<file path="src/rtl/warp_scheduler_pkg.sv">
`default_nettype none
// +----------------------------------------------------------------------------+
// | warp_scheduler_pkg : shared parameters and warp descriptor type            |
// | Rev 1.0                                                                    |
// +----------------------------------------------------------------------------+
package warp_scheduler_pkg;

    localparam int NUM_SIMD_CORES    = 4;
    localparam int THREAD_COUNT      = 8;
    localparam int LOG2_THREAD_COUNT = 3;
    localparam int NUM_WARPS         = 8;
    localparam int WARP_ID_W         = 4;

    localparam logic [WARP_ID_W-1:0] NO_WARP = 4'hF;

    typedef struct packed {
        logic [WARP_ID_W-1:0]         warp_id;
        logic [31:0]                  pc;
        logic [LOG2_THREAD_COUNT-1:0] num_threads;
        logic [THREAD_COUNT-1:0]      thread_mask;
    } kernel_t;

    // Lower n bits set; n never reaches THREAD_COUNT because the field is log2-wide.
    function automatic logic [THREAD_COUNT-1:0] thread_mask_of(
        input logic [LOG2_THREAD_COUNT-1:0] n
    );
        return (THREAD_COUNT'(1) << n) - THREAD_COUNT'(1);
    endfunction

endpackage
`default_nettype wire

</file>
<file path="src/rtl/warp_scheduler_if.sv">
`default_nettype none
// +----------------------------------------------------------------------------+
// | warp_scheduler_if : launch request / warp dispatch bundle                  |
// | Rev 1.0                                                                    |
// +----------------------------------------------------------------------------+
interface warp_scheduler_if;
    import warp_scheduler_pkg::*;

    logic                         launch_kernel;
    logic [LOG2_THREAD_COUNT-1:0] num_incoming_threads [NUM_SIMD_CORES];
    logic [31:0]                  starting_pc          [NUM_SIMD_CORES];
    logic [WARP_ID_W-1:0]         finished_warp_id;
    logic                         valid_kernel;
    kernel_t                      kernel_out;

    modport master (
        output launch_kernel, num_incoming_threads, starting_pc, finished_warp_id,
        input  valid_kernel, kernel_out
    );

    modport slave (
        input  launch_kernel, num_incoming_threads, starting_pc, finished_warp_id,
        output valid_kernel, kernel_out
    );

endinterface
`default_nettype wire

</file>
<file path="src/rtl/warp_scheduler_warp_id_allocator.sv">
`default_nettype none
// +----------------------------------------------------------------------------+
// | warp_id_allocator : busy bitmap with lowest-free-ID priority encoder       |
// | Rev 1.0                                                                    |
// +----------------------------------------------------------------------------+
module warp_id_allocator
    import warp_scheduler_pkg::*;
(
    input  wire logic                 clk,
    input  wire logic                 rst,
    input  wire logic                 alloc,
    input  wire logic [WARP_ID_W-1:0] free_id,
    output logic                      any_free,
    output logic [WARP_ID_W-1:0]      alloc_id
);

    localparam int IDX_W = $clog2(NUM_WARPS);

    logic [NUM_WARPS-1:0] r_busy;
    logic [NUM_WARPS-1:0] w_busy_next;
    logic                 w_free_ok;

    // Encoder looks only at pre-edge state, so an ID freed this edge waits a cycle.
    always_comb begin
        any_free = 1'b0;
        alloc_id = '0;
        for (int i = NUM_WARPS - 1; i >= 0; i--) begin
            if (!r_busy[i]) begin
                any_free = 1'b1;
                alloc_id = WARP_ID_W'(i);
            end
        end
    end

    assign w_free_ok = (free_id < WARP_ID_W'(NUM_WARPS));

    always_comb begin
        w_busy_next = r_busy;
        if (w_free_ok) begin
            w_busy_next[free_id[IDX_W-1:0]] = 1'b0;
        end
        if (alloc && any_free) begin
            w_busy_next[alloc_id[IDX_W-1:0]] = 1'b1;
        end
    end

    always_ff @(posedge clk or negedge rst) begin
        if (!rst) begin
            r_busy <= '0;
        end else begin
            r_busy <= w_busy_next;
        end
    end

endmodule
`default_nettype wire

</file>
<file path="src/rtl/warp_scheduler.sv">
`default_nettype none
// +----------------------------------------------------------------------------+
// | warp_scheduler : buffers per-lane launch requests, dispatches warps        |
// | Rev 1.0                                                                    |
// +----------------------------------------------------------------------------+
module warp_scheduler
    import warp_scheduler_pkg::*;
(
    input  wire logic       clk,
    input  wire logic       rst,
    warp_scheduler_if.slave sif
);

    localparam int SLOT_IDX_W = $clog2(NUM_SIMD_CORES);

    logic [NUM_SIMD_CORES-1:0]    r_slot_full;
    logic [31:0]                  r_slot_pc  [NUM_SIMD_CORES];
    logic [LOG2_THREAD_COUNT-1:0] r_slot_cnt [NUM_SIMD_CORES];
    logic                         r_valid;
    kernel_t                      r_kernel;

    logic                         w_any_slot;
    logic [SLOT_IDX_W-1:0]        w_sel;
    logic                         w_any_free;
    logic [WARP_ID_W-1:0]         w_alloc_id;
    logic                         w_dispatch;

    always_comb begin
        w_any_slot = 1'b0;
        w_sel      = '0;
        for (int i = NUM_SIMD_CORES - 1; i >= 0; i--) begin
            if (r_slot_full[i]) begin
                w_any_slot = 1'b1;
                w_sel      = SLOT_IDX_W'(i);
            end
        end
    end

    assign w_dispatch = sif.launch_kernel && w_any_slot && w_any_free;

    warp_id_allocator u_alloc (
        .clk      (clk),
        .rst      (rst),
        .alloc    (w_dispatch),
        .free_id  (sif.finished_warp_id),
        .any_free (w_any_free),
        .alloc_id (w_alloc_id)
    );

    // A slot emptied by dispatch was full pre-edge, so it cannot also load this edge.
    always_ff @(posedge clk or negedge rst) begin
        if (!rst) begin
            r_slot_full <= '0;
            r_valid     <= 1'b0;
            r_kernel    <= '0;
            for (int i = 0; i < NUM_SIMD_CORES; i++) begin
                r_slot_pc[i]  <= '0;
                r_slot_cnt[i] <= '0;
            end
        end else begin
            for (int i = 0; i < NUM_SIMD_CORES; i++) begin
                if (w_dispatch && (w_sel == SLOT_IDX_W'(i))) begin
                    r_slot_full[i] <= 1'b0;
                end else if (!r_slot_full[i] && (sif.num_incoming_threads[i] != '0)) begin
                    r_slot_full[i] <= 1'b1;
                    r_slot_pc[i]   <= sif.starting_pc[i];
                    r_slot_cnt[i]  <= sif.num_incoming_threads[i];
                end
            end
            r_valid <= w_dispatch;
            if (w_dispatch) begin
                r_kernel.warp_id     <= w_alloc_id;
                r_kernel.pc          <= r_slot_pc[w_sel];
                r_kernel.num_threads <= r_slot_cnt[w_sel];
                r_kernel.thread_mask <= thread_mask_of(r_slot_cnt[w_sel]);
            end
        end
    end

    assign sif.valid_kernel = r_valid;
    assign sif.kernel_out   = r_kernel;

endmodule
`default_nettype wire

</file>
<file path="src/flat_wrapper.sv">
// flat-port wrapper written by rule: the top's interface ports become plain ports
module warp_scheduler_flat import warp_scheduler_pkg::*;
  (clk, rst, sif_launch_kernel, sif_num_incoming_threads, sif_starting_pc, sif_finished_warp_id, sif_valid_kernel, sif_kernel_out);
  warp_scheduler_if sif_i ();
  input  wire logic clk;
  input  wire logic rst;
  input wire logic [$bits(sif_i.launch_kernel)-1:0] sif_launch_kernel;
  input wire logic [$bits(sif_i.num_incoming_threads)-1:0] sif_num_incoming_threads;
  input wire logic [$bits(sif_i.starting_pc)-1:0] sif_starting_pc;
  input wire logic [$bits(sif_i.finished_warp_id)-1:0] sif_finished_warp_id;
  output wire logic [$bits(sif_i.valid_kernel)-1:0] sif_valid_kernel;
  output wire logic [$bits(sif_i.kernel_out)-1:0] sif_kernel_out;
  assign sif_i.launch_kernel = sif_launch_kernel;
  assign sif_i.num_incoming_threads = {>>{sif_num_incoming_threads}};
  assign sif_i.starting_pc = {>>{sif_starting_pc}};
  assign sif_i.finished_warp_id = sif_finished_warp_id;
  assign sif_valid_kernel = sif_i.valid_kernel;
  assign sif_kernel_out = sif_i.kernel_out;
  warp_scheduler u_core (.clk(clk), .rst(rst), .sif(sif_i));
endmodule
</file>
<file path="config.mk">
export PLATFORM = sky130hd
export DESIGN_NAME = warp_scheduler_flat
export DESIGN_NICKNAME = d
export VERILOG_FILES = /design/src/rtl/warp_scheduler_pkg.sv /design/src/rtl/warp_scheduler_if.sv /design/src/rtl/warp_scheduler_warp_id_allocator.sv /design/src/rtl/warp_scheduler.sv /design/src/flat_wrapper.sv
export SDC_FILE = /design/constraint.sdc
export NUM_CORES = 1
export LEC_CHECK = 0
export ABC_AREA = 1
export CAP_MARGIN = 20
export CORE_MARGIN = 3
export CORE_UTILIZATION = 53
export CTS_CLUSTER_DIAMETER = 40
export DETAILED_ROUTE_END_ITERATION = 7
export PLACE_DENSITY = 0.89
export RECOVER_POWER = 50
export SYNTH_ARGS = -nofsm -noshare
export SYNTH_HDL_FRONTEND = slang
export SYNTH_SLANG_ARGS = --single-unit
</file>
<file path="constraint.sdc">
create_clock -name clk -period 4.6 [get_ports clk]
set_input_delay 0.69 -clock clk [delete_from_list [all_inputs] [get_ports clk]]
set_output_delay 0.69 -clock clk [all_outputs]
set_load 0.1 [all_outputs]
</file>
==> summary.md <==
| Metric | Value |
|---|---|
| Initial Util | between 50% and 60% |
| Routed len/inst | about 19 µm |
| CP max-delay cell | a31oi_1 |
| Synthesized instance count | 890 |
| Post-route setup TNS | 0 ns |
| Aggregate routed wire length | 24100 µm |
| TritonCTS clock tree | yes |
| Final non-filler cell total | approximately 1300 |
| Clock Path Buffers | 2 |
| GRT Total Usage | 26.7% |
| Count of state elements after synthesis | slightly below 200 |
| HPWL after detailed placement | between 15000 and 20000 µm |
| P&R area growth vs syn | 29.3% |
| Leakage power | a little over 5 nW |
| CP max stage delay | between 1.5 and 2 ns |
| Vias per cell | approximately 5.7 |
| Crit Path Category | input pin to register |
| Cell count along the critical path | 6 |
| Post-Syn Area | 8850 µm² |
| Syn nets | 1038 |
| CP required | just under 5 ns |
| GP Congestion | ~0.90 |
| Post-CTS Resized | 0 |
| Seq/Total Area, Yosys | a little under three fifths |
| Post-Place Worst Slack | between 1.5 and 2 ns |
| DR vias | 7304 |
| VDD IR max | ~510 µV |
| Syn. warnings | 0 |
| Horiz. Die Dim | 135 µm |
| # Max-Cap Violations | 3 |
| Final setup vio count | 0 |
| Worst Setup Start Kind | input pin |
| Root Driver | clkbuf_16 |
| Worst-Margin Slew | roughly 3.1 ns |
| Core Area | ~16000 µm² |
| Drt first-iter violations | slightly below 700 |
| PD cells | ~760 nW/µm² |
| RSZ-0062 raised after global routing | no |
| Tmin final | 3.53 ns |
| Area leader, netlist | dfrtp_1 |
| Worst slew margin | -104% |
| Total placed cells including tap cells | between 1000 and 1500 |
| Area share of the largest cell type after synthesis | a little under three fifths |
| Vias in the first global route | just over 7000 |
| Status | finished with violations |
| Clk Latency, worst-skew pair | roughly 0.44 ns |
| Crit-path leading delay family | compound AO/OA/AOI/OAI gates |
| Boundary pin count | approximately 200 |
| Setup WS post-layout | ~1.1 ns |
| H-tree levels | 4 |
| Critical Path End Type | register |
| FP Rows | between 40 and 50 |
| # hold bufs at CTS | 0 |
| First drt pass iteration count | 5 |
| Setup Fix Bufs, Post-CTS | 0 |
| WP buf/inv | 3 |
| Die height | 135 µm |
| CTS Buf Count | 17 |
| Clock skew | about 0.0087 ns |
| Final hold violation count | 0 |
| CP Cell Sequence | dlygate4sd3_1, inv_1, a31oi_1, buf_4, nand2_1, o21ai_0 |
| Post-route DRC violation count | 0 |
| Yosys cell types | 35 |
| Worst-path clk slew | approximately 0.070 ns |
| Post-DRT Antenna Nets | 0 |
| Worst path arrival time | roughly 3.9 ns |
| Fin area | about 11000 µm² |
| # clock sinks | between 150 and 200 |
| Nets@finish | about 1200 |
| Tcrit/Tclk final | roughly 77% |
| Slew Viols, Final | ~200 |
| R2r worst-path depth | 15 |
| Fmax | approximately 280 MHz |
| PortBufs | 193 |
| Total gr overflow | 0 |
| Failing checks | max-capacitance violations, max-slew violations |
| Area contributors post-synth | dfrtp_1 (56%), mux2_2 (10%), nand2_1 (6.1%) |
| Avg Cell Area, Syn | slightly below 10 µm² |
| First-pass GRT wire length | 37600 µm |
| Pin count of the biggest net entering global routing | approximately 130 |
| Die ar. | ~18000 µm² |
| Area post-placement | 10900 µm² |
| CP Max Fanout | 36 |
| Worst hold path stage count | 2 |
| Worst hold-check path type | register to register |
| Initial antenna violation count | 1 |
| Share of cells above drive strength 1 | 13.1% |
==> registers in the layout, indices dropped and copies added, names as in the netlist <==
signal                   cells
u_core.u_alloc.r_busy        8
u_core.sif.valid_kernel      1
u_core.r_slot_pc           128
u_core.r_slot_cnt           12
u_core.r_slot_full           4
u_core.sif.kernel_out       46
==> layout make-up <==
cell class	count	area, µm²
clock inverters	13	180
flip-flops and latches	199	4980
inverters	85	319
repair buffers	201	2000
diodes	1	2.50
well taps	216	270
fillers	1142	4670
clock buffers	17	425
multi-input cells	554	3270
==> worst paths after layout <==
path | slack (ns) | endpoint | start
min in group asynchronous | 1.26 | u_core.r_slot_pc[101] | rst
worst min register to register | 0.49 | u_core.sif.kernel_out[4] | u_core.sif.kernel_out[4]
max in group asynchronous | 1.57 | u_core.r_slot_pc[55] | rst
worst max register to register | 1.49 | u_core.sif.kernel_out[6] | u_core.r_slot_full[1]
worst max-delay path | 1.07 | u_core.r_slot_pc[74] | sif_num_incoming_threads[6]
worst min-delay path | 0.49 | u_core.sif.kernel_out[4] | u_core.sif.kernel_out[4]
==> power by group <==
group | switching [W] | leakage [nW] | internal [W]
Clock | 0.000648 | 0.291 | 0.000902
Combinational | 0.00292 | 2.38 | 0.00125
Sequential | 0.000461 | 2.38 | 0.00254
==> worst reg2reg max path, cell delays in order (launching register included) <==
cell	delay, ns
dfrtp_1	0.45
nor2_4	0.13
buf_4	0.47
nand2_1	0.48
o21ai_0	0.33
inv_1	0.09
nand2_1	0.22
nand2_1	0.08
nor2_1	0.13
inv_1	0.06
ha_1	0.26
inv_1	0.10
nand3_1	0.08
nand2_1	0.07
nand3_1	0.06
nand2_1	0.06
==> cell usage after synthesis <==
master and instances:
a21oi_1 35, a21oi_4 1, a31oi_1 2, a41oi_1 16
buf_1 1, buf_2 30, buf_4 9, buf_6 3
clkbuf_1 9, conb_1 1, dfrtp_1 199, ha_1 1
inv_1 80, inv_2 5, mux2_1 3, mux2_2 79
nand2_1 143, nand2_2 5, nand2_4 1, nand3_1 67
nand3_2 2, nand3b_1 2, nand3b_4 1, nand4_1 3
nor2_1 68, nor2_2 1, nor2_4 1, nor3_2 1
o211ai_1 32, o21ai_0 81, o21ai_1 2, o21ai_2 1
o22ai_1 2, o31ai_4 1, or2_2 2
==> routing by layer <==
layer	track usage, %	wire, µm
met2	42.1	11700
met5	0	0
met1	35.7	9660
met4	11.5	910
met3	6.05	1820
==> through the flow <==
step                      util (%)  total power, W  hold WS [ns]
after floorplan                  -         0.00594         0.394
after global placement        67.4         0.00694         0.461
after detailed placement      67.4         0.00710         0.468
after CTS                     71.2         0.00868         0.465
after global routing          71.0         0.00914         0.513
final                         71.0         0.00871         0.485
==> kinds of logic after synthesis <==
kind of cell | count (synthesis) | synth area share, %
AO/OA/AOI/OAI | 173 | 11.8
AND/OR/NAND/NOR | 297 | 14.5
buffers and inverters | 137 | 6.87
flip-flops | 199 | 56.2
other | 1 | 0.0424
multiplexers | 82 | 10.4
adder cells (fa/ha/maj) | 1 | 0.141
==> cells in the final DEF, fill, tap and decap left out, types with 3 or more instances in the layout <==
cell             Yosys  final
clkinv_2             0      4
a21oi_1             35     35
mux2_2              79     79
nand3_1             67     67
clkinvlp_4           0      3
mux2_1               3      3
inv_2                5      5
buf_4                9      6
nand4_1              3      3
clkbuf_16            0     17
nand2_1            143    142
clkdlybuf4s50_1      0    189
o21ai_0             81     81
dlygate4sd3_1        0      3
a41oi_1             16     16
inv_1               80     80
o211ai_1            32     32
nor2_1              68     68
bufinv_16            0      4
nand2_2              5      6
dfrtp_1            199    199
Note: power is estimated with default switching activity, not from simulation.
